$ cat src/rtl/uart_pkg.sv
// Shared UART constants and the receiver state encoding.
package uart_pkg;

   localparam int unsigned DEFAULT_CLK_FREQ = 100_000_000;
   localparam int unsigned DEFAULT_BAUD     = 115_200;
   localparam int unsigned DATA_BITS        = 8;
   localparam int unsigned STOP_BITS        = 1;

   typedef enum logic [2:0] {
      RX_IDLE,
      RX_START,
      RX_DATA,
      RX_STOP,
      RX_WAIT_HIGH
   } rx_state_e;

endpackage

$ cat src/rtl/uart_baud_tick.sv
// Fractional phase accumulator: one-cycle tick_o at an average rate of RATE per second.
module uart_baud_tick
   import uart_pkg::*;
#(
   parameter int unsigned CLK_FREQ = DEFAULT_CLK_FREQ,
   parameter int unsigned RATE     = DEFAULT_BAUD * 16
) (
   input  logic clk_i,
   input  logic rst_ni,
   output logic tick_o
);

   logic [31:0] acc_q, acc_d;
   logic        tick_q, tick_d;
   logic [32:0] sum;

   // One spare bit so the add cannot wrap before the compare.
   always_comb begin
      sum    = {1'b0, acc_q} + 33'(RATE);
      tick_d = (sum >= 33'(CLK_FREQ));
      acc_d  = tick_d ? 32'(sum - 33'(CLK_FREQ)) : 32'(sum);
   end

   always_ff @(posedge clk_i or negedge rst_ni) begin
      if (!rst_ni) begin
         acc_q  <= '0;
         tick_q <= 1'b0;
      end else begin
         acc_q  <= acc_d;
         tick_q <= tick_d;
      end
   end

   assign tick_o = tick_q;

endmodule

$ cat src/rtl/uart_rx.sv
// 8N1 UART receiver with oversampled mid-bit sampling and a one-entry read buffer.
module uart_rx
   import uart_pkg::*;
#(
   parameter int unsigned CLK_FREQ   = DEFAULT_CLK_FREQ,
   parameter int unsigned BAUD       = DEFAULT_BAUD,
   parameter int unsigned OVERSAMPLE = 16
) (
   input  logic       sys_clk_i,
   input  logic       sys_rstn_i,
   input  logic       uart_rx_i,
   input  logic       uart_rd_i,
   output logic [7:0] uart_dat_o,
   output logic       uart_valid_o,
   output logic       uart_frame_err_o,
   output logic       uart_overrun_o,
   output logic       uart_busy_o
);

   localparam int unsigned TCW = $clog2(OVERSAMPLE);
   localparam logic [TCW-1:0] TC_MID  = TCW'(OVERSAMPLE / 2 - 1);
   localparam logic [TCW-1:0] TC_LAST = TCW'(OVERSAMPLE - 1);
   localparam logic [2:0]     BI_LAST = 3'(DATA_BITS - 1);

   logic [1:0]     sync_q;
   logic           rx_s;
   logic           tick;

   rx_state_e      state_q, state_d;
   logic [TCW-1:0] tc_q, tc_d;
   logic [2:0]     bi_q, bi_d;
   logic [7:0]     shift_q, shift_d;
   logic [7:0]     dat_q, dat_d;
   logic           valid_q, valid_d;
   logic           ferr_q, ferr_d;
   logic           ovr_q, ovr_d;

   always_ff @(posedge sys_clk_i or negedge sys_rstn_i) begin
      if (!sys_rstn_i) begin
         sync_q <= '1;
      end else begin
         sync_q <= {sync_q[0], uart_rx_i};
      end
   end

   assign rx_s = sync_q[1];

   uart_baud_tick #(
      .CLK_FREQ (CLK_FREQ),
      .RATE     (BAUD * OVERSAMPLE)
   ) u_baud_tick (
      .clk_i  (sys_clk_i),
      .rst_ni (sys_rstn_i),
      .tick_o (tick)
   );

   always_ff @(posedge sys_clk_i or negedge sys_rstn_i) begin
      if (!sys_rstn_i) begin
         state_q <= RX_IDLE;
         tc_q    <= '0;
         bi_q    <= '0;
         shift_q <= '0;
         dat_q   <= '0;
         valid_q <= 1'b0;
         ferr_q  <= 1'b0;
         ovr_q   <= 1'b0;
      end else begin
         state_q <= state_d;
         tc_q    <= tc_d;
         bi_q    <= bi_d;
         shift_q <= shift_d;
         dat_q   <= dat_d;
         valid_q <= valid_d;
         ferr_q  <= ferr_d;
         ovr_q   <= ovr_d;
      end
   end

   always_comb begin
      state_d = state_q;
      tc_d    = tc_q;
      bi_d    = bi_q;
      shift_d = shift_q;
      dat_d   = dat_q;
      valid_d = valid_q & ~uart_rd_i;
      ferr_d  = 1'b0;
      ovr_d   = 1'b0;

      unique case (state_q)
         RX_IDLE: begin
            if (!rx_s) begin
               state_d = RX_START;
               tc_d    = '0;
            end
         end

         RX_START: begin
            if (tick) begin
               if (tc_q == TC_MID) begin
                  if (!rx_s) begin
                     state_d = RX_DATA;
                     tc_d    = '0;
                     bi_d    = '0;
                  end else begin
                     state_d = RX_IDLE;
                  end
               end else begin
                  tc_d = tc_q + TCW'(1);
               end
            end
         end

         RX_DATA: begin
            if (tick) begin
               if (tc_q == TC_LAST) begin
                  shift_d = {rx_s, shift_q[7:1]};
                  tc_d    = '0;
                  if (bi_q == BI_LAST) begin
                     state_d = RX_STOP;
                  end else begin
                     bi_d = bi_q + 3'd1;
                  end
               end else begin
                  tc_d = tc_q + TCW'(1);
               end
            end
         end

         RX_STOP: begin
            if (tick) begin
               if (tc_q == TC_LAST) begin
                  if (rx_s) begin
                     state_d = RX_IDLE;
                     // A read in the delivery cycle frees the slot for the new byte.
                     if (!valid_q || uart_rd_i) begin
                        dat_d   = shift_q;
                        valid_d = 1'b1;
                     end else begin
                        ovr_d = 1'b1;
                     end
                  end else begin
                     ferr_d  = 1'b1;
                     state_d = RX_WAIT_HIGH;
                  end
               end else begin
                  tc_d = tc_q + TCW'(1);
               end
            end
         end

         RX_WAIT_HIGH: begin
            if (rx_s) begin
               state_d = RX_IDLE;
            end
         end

         default: begin
            state_d = RX_IDLE;
         end
      endcase
   end

   assign uart_dat_o       = dat_q;
   assign uart_valid_o     = valid_q;
   assign uart_frame_err_o = ferr_q;
   assign uart_overrun_o   = ovr_q;
   assign uart_busy_o      = (state_q != RX_IDLE);

endmodule

$ cat config.mk
export PLATFORM = sky130hd
export DESIGN_NAME = uart_rx
export DESIGN_NICKNAME = d
export VERILOG_FILES = /design/src/rtl/uart_pkg.sv /design/src/rtl/uart_baud_tick.sv /design/src/rtl/uart_rx.sv
export SDC_FILE = /design/constraint.sdc
export NUM_CORES = 1
export LEC_CHECK = 0
export CORE_ASPECT_RATIO = 0.9
export CORE_MARGIN = 5
export CORE_UTILIZATION = 31
export CTS_BUF_LIST = sky130_fd_sc_hd__clkbuf_2 sky130_fd_sc_hd__clkbuf_4 sky130_fd_sc_hd__clkbuf_8
export DETAILED_ROUTE_END_ITERATION = 8
export PLACE_DENSITY = 0.56
export SLEW_MARGIN = 20
export SYNTH_ARGS = -nofsm -noshare
export SYNTH_HDL_FRONTEND = slang
export SYNTH_SLANG_ARGS = --single-unit
$ cat constraint.sdc
create_clock -name sys_clk_i -period 2.9 [get_ports sys_clk_i]
set_input_delay 0.29 -clock sys_clk_i [delete_from_list [all_inputs] [get_ports sys_clk_i]]
set_output_delay 0.29 -clock sys_clk_i [all_outputs]
set_load 0.005 [all_outputs]
Word-level counts from Yosys, hierarchy flattened
Cells that the tools add are included.
Cells by class
  multiplexer cells: 42
  bitwise gates (word level): 2
  add/subtract/negate cells: 4
  shift operators: 0
  multiply operators: 0
  equal/unequal tests: 19
  order comparisons: 1
  divide/modulo/power cells: 0
  reduce and logical (&&, ||, !) cells: 11
Operator list (number)
  3-bit 2-to-1 mux: 16
  32-bit by 21-bit adder with 33-bit output (second input constant): 1
  33-bit by 27-bit >= comparator with 1-bit output (second input constant): 1
  32-bit 2-to-1 mux: 1
  32-bit by 27-bit subtractor with 32-bit output (second input constant): 1
  4-bit 2-to-1 mux: 7
  2-bit != test (second input constant): 9
  4-bit case mux with 4 select lines: 1
  3-bit case mux with 5 select lines: 1
  1-bit 2-to-1 mux: 14
  5-bit AND reduction: 2
  9-bit AND reduction: 1
  7-bit AND reduction: 1
  3-bit by 2-bit == test with 1-bit output (second input constant): 2
  3-bit == test (second input constant): 2
  2-bit by 1-bit != test with 1-bit output (second input constant): 3
  3-bit case mux with 2 select lines: 1
  4-bit by 1-bit adder with 4-bit output (second input constant): 1
  4-bit by 3-bit == test with 1-bit output (second input constant): 1
  4-bit == test (second input constant): 1
  4-bit nonzero test: 1
  3-bit by 1-bit adder with 3-bit output (second input constant): 1
  3-bit by 1-bit == test with 1-bit output (second input constant): 1
  3-bit logical NOT: 1
  8 further kinds: 8
Word-level totals
  memories kept: 0
  RAM bits: 0
  register bits after elaboration: 64
  ROM bits: 0
  input bits: 4
  output and inout port bits: 12
  latch bits: 0

Longest topological paths before layout
  depth in word-level cells: 7
  mapped depth: 11

Modules after synthesis
Synthesis repeated with hierarchy kept, for this count alone.
Second synthesis, totals
  cells, all modules: 340
  area, all modules: 3419.5 µm²
By module, submodules not included
  uart_baud_tick: cells each 226, instances 1, area an instance 2013.2 µm², seq. area each 625.6 µm²
  uart_rx: cells each 114, instances 1, area an instance 1406.3 µm², seq. area each 778.2 µm²

Least setup slack after synthesis
No wires, ideal clock.
  kind: reg2reg
  from: register u_baud_tick.acc_q[13]
  to: register u_baud_tick.acc_q[28]
  period minus slack after synthesis: 2705 ps
  arrival: 2584 ps
  stages on the path, launching flop included: 11
  setup slack: 195 ps
  path through: dfrtp_1 -> ha_1 -> buf_2 -> nand4_4 -> a2111oi_4 -> and2_1 -> o21ai_0 -> a21oi_4 -> nand2_2 -> buf_6 -> a22o_1
Between the ends
  word-level cells in the longest chain between the ends: 3
  elaborated cells on any way between the ends: 4
  classes of those cells: 2 x add/sub; 1 x order compare; 1 x mux
Ends and longest elaborated chain
  from (decl): line uart_baud_tick.sv:13  | logic [31:0] acc_q, acc_d;
  from (signal assigned): line uart_baud_tick.sv:26  | acc_q <= '0;
  from (signal assigned): line uart_baud_tick.sv:29  | acc_q <= acc_d;
  32-bit by 21-bit adder with 33-bit output: line uart_baud_tick.sv:19  | sum = {1'b0, acc_q} + 33'(RATE);
  33-bit by 27-bit >= comparator with 1-bit output: line uart_baud_tick.sv:20  | tick_d = (sum >= 33'(CLK_FREQ));
  named net u_baud_tick.tick_d: line uart_baud_tick.sv:14  | logic tick_q, tick_d;
  32-bit 2-to-1 mux: line uart_baud_tick.sv:21  | acc_d = tick_d ? 32'(sum - 33'(CLK_FREQ)) : 32'(sum);
  named net u_baud_tick.acc_d[28]: line uart_baud_tick.sv:13
The timed path passes the listed nets, and every way through them passes these cells.
A chain may end at the register's enable or synchronous reset.

Final worst setup path
  from: register u_baud_tick.acc_q[16]
  to: register u_baud_tick.acc_q[9]
Between the ends
  word-level cells in the longest chain between the ends: 3
Ends and longest elaborated chain (line)
  32-bit by 21-bit adder with 33-bit output: uart_baud_tick.sv:19
  33-bit by 27-bit >= comparator with 1-bit output: uart_baud_tick.sv:20
  32-bit 2-to-1 mux: uart_baud_tick.sv:21
No other way between the ends.

==> results by stage <==
Route:
- The routed via count is 2688.
- The first detailed-routing pass ran for 4 iterations.
- The detail-routed net length per standard cell is 13.7 um.
- The DRC violation count after routing is 0.
- In this run, the number of DRC markers left after iteration 0 of detailed routing was 185.
- The total wire length after detailed routing is approximately 7.3 mm.
- The number of nets with antenna violations after detailed routing is 0.
- The vias per cell is 5.01.

Timing:
- The clock arrives with 0.0119 ns of skew.
- The final period demand of the worst path is 2.72 ns.
- The count of endpoints failing hold in the final timing report is 41.
- The final count of pins violating max slew was 0.
- The final setup TNS is 0 ns.
- The slew at the pin closest to its max-slew limit is about 0.72 ns.
- Measured against its own limit, the worst slew margin works out to 0.518.
- The number of setup violations in the final report is 0.
- Setup repair after global routing left no endpoint under its margin.
- Based on the critical path, the design can be clocked at up to 368 MHz.
- The worst slack on hold paths is -0.0336 ns.
- Dividing the final minimum period by the clock period gives 0.937.

Clock network:
- For the worst-skew pair, the clock arrives at the later sink with an insertion delay of 0.32 ns.
- The tree is rooted in a sky130_fd_sc_hd__clkbuf_8.
- The TritonCTS clock tree is built.
- The number of sinks handled by clock tree synthesis is 56.
- The maximum clock insertion buffer count is 2.
- Buffers inserted during clock tree synthesis total 5.
- Clock-pin slew was measured on the worst setup and hold paths at 0.11 ns.
- The hold buffer count at cts is 0.
- The maximum level of the CTS H-tree is 2.

Placed design:
- The number of placed instances, taps included, is 528.
- The number of port buffers is 15.
- After legalization and detailed placement, the total HPWL measured 5.38 mm.
- After detailed placement, the total cell area comes to 3870 um2.
- At the end of routability-driven placement, the weighted congestion stood at 0.881.

Yosys:
- The number of register bits inferred by synthesis is 56.
- The number of warning messages in the yosys log is 0.
- After synthesis, the largest family of logic cells by area is simple AND/OR/NAND/NOR gates.
- The instance count of the mapped netlist is 353.
- In this run the cell area of the synthesized design comes to 3440 um2.
- For this run, asynchronously set or reset flops after synthesis account for 1.00.
- Summed over all instances, the cell type with the most area after synthesis is sky130_fd_sc_hd__dfrtp_1.
- Of the total synthesized cell area, the portion taken by full adders, half adders and majority gates is 0.0254.
- Of the post-synthesis cell area, the part taken by muxes is 0.0672.
- The share of synthesized area occupied by flip-flops and latches is 0.408.
- The synthesized-area fraction occupied by ao, oa, aoi and oai cells was 0.188.
- The fraction of post-synthesis cell area in the top cell type by area is 0.392.
- The most used flip-flop cell after synthesis is sky130_fd_sc_hd__dfrtp_1.
- The simple-gate portion of the synthesized area is 0.190.
- Of the total synthesized cell area, the portion taken by XOR and XNOR cells is 0.0836.
- Synthesis instantiated 64 different standard cells from the library.
- The number of nets in the synthesized netlist is ~360.
- Ranked by total cell area, the synthesized netlist is headed by sky130_fd_sc_hd__dfrtp_1, sky130_fd_sc_hd__mux2_2, sky130_fd_sc_hd__xnor2_1, sky130_fd_sc_hd__nand2_1, sky130_fd_sc_hd__nor2_1.
- The mean area per synthesized cell is 9.75 um2.
- Yosys mapped a number of flops with a built-in enable equal to 0.

Cells and area:
- The number of nets in the finished design is approximately 400.
- Of the cells placed in the final design, the portion with a size suffix greater than 1 is 0.190.
- The filler cells instantiated in the layout total 1088.
- The layout overhead on the synthesized area is 16.1%.
- The number of antenna cells inserted is 0.
- The leading cell type in the layout, fill and taps excluded is sky130_fd_sc_hd__dfrtp_1.
- The finished cells cover 4000 um2.
- The number of standard cells in the final layout excluding fillers is approximately 540.
- In the layout the commonest cells are sky130_fd_sc_hd__dfrtp_1, sky130_fd_sc_hd__nand2_1, sky130_fd_sc_hd__nor2_1.

Worst setup path:
- The critical path in this run is classified as reg -> reg.
- At the worst endpoint, the required time is 3.11 ns.
- The arrival time at the worst endpoint is 2.92 ns.
- The worst setup path is launched from a flop.
- The biggest fanout along the worst timing path is 16.
- The critical path endpoint category is a flop.

Status:
- The run finished, with violations left.
- The checks that failed: negative hold slack.

Floorplanning:
- The y dimension of the die is 110 um.
- The initialized floorplan defines 36 standard-cell rows.
- The area of the die is about 13000 um2.
- The total core area is between 10000 and 15000 um2.
- The die width is 121 um.
- 16 I/O pins were placed.
- The initial core utilization is 0.317.

Min path:
- The path class of the tightest hold or removal check is in -> async.

GRT:
- The initial antenna violation count was 0.
- The first global-routing pass estimated 12.9 mm of wire.
- The via count of the first global-routing pass is about 2600.
- The global-route congestion overflow total is 0.
- The global routing usage summed across all routing layers is 0.118.
- The largest net degree at the start of global routing is 46.

Power and ir drop:
- The power density normalized to cell area is roughly 320 nW/um2.
- The leakage power total is between 1.5 and 2 nW.
- The worst voltage drop across the vdd grid is 0.157 mV.

Flow run:
- The number of maximum-capacitance violations is 0.
flip-flops by register name (all words and copies together) (netlist names):
signal              flops
shift_q                 8
sync_q                  2
state_q                 3
u_baud_tick.acc_q      24
tc_q                    4
uart_dat_o              8
uart_valid_o            1
bi_q                    3
uart_overrun_o          1
u_baud_tick.tick_o      1
uart_frame_err_o        1
area by class of cell:
cell class,instances,area (um2),share of cell area
tap,152,190,0.0476
clock buffer,5,68.8,0.0172
sequential,56,1410,0.352
multi-input combinational,269,1930,0.483
timing repair buffer,38,320,0.0802
clock inverter,3,27.5,0.00689
inverter,14,52.6,0.0131
repair_timing:
item                       4_1_cts  5_1_grt
gates resized for setup          0        5
hold endpoints to repair         0        0
buffers inserted                 0        1
setup endpoints to repair        0       17
per-layer routing:
metal,vias up,part of all wire,GRT usage
li1,1333,-,-
met1,1320,0.52,0.168
met2,31,0.45,0.189
met3,4,0.026,0.0245
met4,0,0.0045,0.0194
met5,-,0,0
worst max-delay path, stage by stage, from the launching register on:
cell and delay (ns):
sky130_fd_sc_hd__dfrtp_1 0.55, sky130_fd_sc_hd__nand3_1 0.35, sky130_fd_sc_hd__o2111a_1 0.35, sky130_fd_sc_hd__o21ai_1 0.30, sky130_fd_sc_hd__a221oi_4 0.15, sky130_fd_sc_hd__o221ai_4 0.36, sky130_fd_sc_hd__nand2_4 0.22, sky130_fd_sc_hd__buf_4 0.20
sky130_fd_sc_hd__nor2_1 0.08, sky130_fd_sc_hd__a21oi_1 0.04
power by group:
group / internal [mW] / leakage (nW) / switching [mW] / total (mW)
Combinational: 0.00543 / 0.836 / 0.0163 / 0.0217
Clock: 0.178 / 0.0463 / 0.289 / 0.467
Sequential: 0.783 / 0.742 / 0.00191 / 0.785
Total: 0.967 / 1.62 / 0.307 / 1.27
cell families (layout without fill, tap and decap cells):
family / count (synthesis) / after routing
adders and majority gates: 7 / 7
muxes: 21 / 21
DFF: 56 / 56
AOI/OAI and AO/OA: 82 / 82
buffers and inverters: 28 / 60
xor gates and xnor gates: 32 / 32
and+or+nand+nor: 127 / 127
path summary, 6_finish.rpt:
| kind | start | endpoint | slack, ns | cells after the start |
|---|---|---|---|---|
| min reg2reg | sync_q[0] | sync_q[1] | 0.36 | 0 |
| min | sys_rstn_i | u_baud_tick.acc_q[17] | -0.03 | 1 |
| max | u_baud_tick.acc_q[16] | u_baud_tick.acc_q[9] | 0.18 | 9 |
| min in group sys_clk_i | sync_q[0] | sync_q[1] | 0.36 | 0 |
| max in group asynchronous | sys_rstn_i | shift_q[0] | 2.40 | 2 |
| max reg2reg | u_baud_tick.acc_q[16] | u_baud_tick.acc_q[9] | 0.18 | 9 |
synth_stat cells (2+ instances only):
cell / count
sky130_fd_sc_hd__nor4_1: 4
sky130_fd_sc_hd__a21oi_1: 21
sky130_fd_sc_hd__clkbuf_1: 6
sky130_fd_sc_hd__inv_1: 14
sky130_fd_sc_hd__a31oi_1: 6
sky130_fd_sc_hd__nor3_1: 7
sky130_fd_sc_hd__o21ai_1: 3
sky130_fd_sc_hd__o22ai_1: 2
sky130_fd_sc_hd__dfrtp_1: 54
sky130_fd_sc_hd__nand2_1: 39
sky130_fd_sc_hd__xor2_1: 10
sky130_fd_sc_hd__dfstp_2: 2
sky130_fd_sc_hd__nand3_1: 16
sky130_fd_sc_hd__o21a_1: 3
sky130_fd_sc_hd__o211ai_1: 2
sky130_fd_sc_hd__o2bb2ai_1: 3
sky130_fd_sc_hd__mux2i_1: 4
sky130_fd_sc_hd__a211oi_1: 2
sky130_fd_sc_hd__ha_1: 7
sky130_fd_sc_hd__nand2b_1: 3
sky130_fd_sc_hd__a41oi_1: 2
sky130_fd_sc_hd__and3_1: 3
sky130_fd_sc_hd__a22o_1: 5
sky130_fd_sc_hd__buf_6: 2
sky130_fd_sc_hd__a21o_1: 4
sky130_fd_sc_hd__nand3b_1: 2
sky130_fd_sc_hd__buf_2: 4
sky130_fd_sc_hd__o21ai_0: 10
sky130_fd_sc_hd__nand4b_1: 2
sky130_fd_sc_hd__a211o_1: 2
sky130_fd_sc_hd__nand4_1: 7
sky130_fd_sc_hd__and2_1: 4
sky130_fd_sc_hd__xnor2_1: 21
sky130_fd_sc_hd__a2111oi_4: 2
sky130_fd_sc_hd__nor2_1: 30
sky130_fd_sc_hd__mux2_2: 17
per-stage QoR:
step                power (mW)   util  worst slack (ns)
finish                    1.27  0.368             0.184
floorplan                0.801      -             0.195
detailed placement       0.823  0.356             0.102
global placement         0.823  0.356             0.103
global route              1.33  0.368         0.0000475
CTS                       1.30  0.365            0.0700
(Power assumes the default switching activity.)
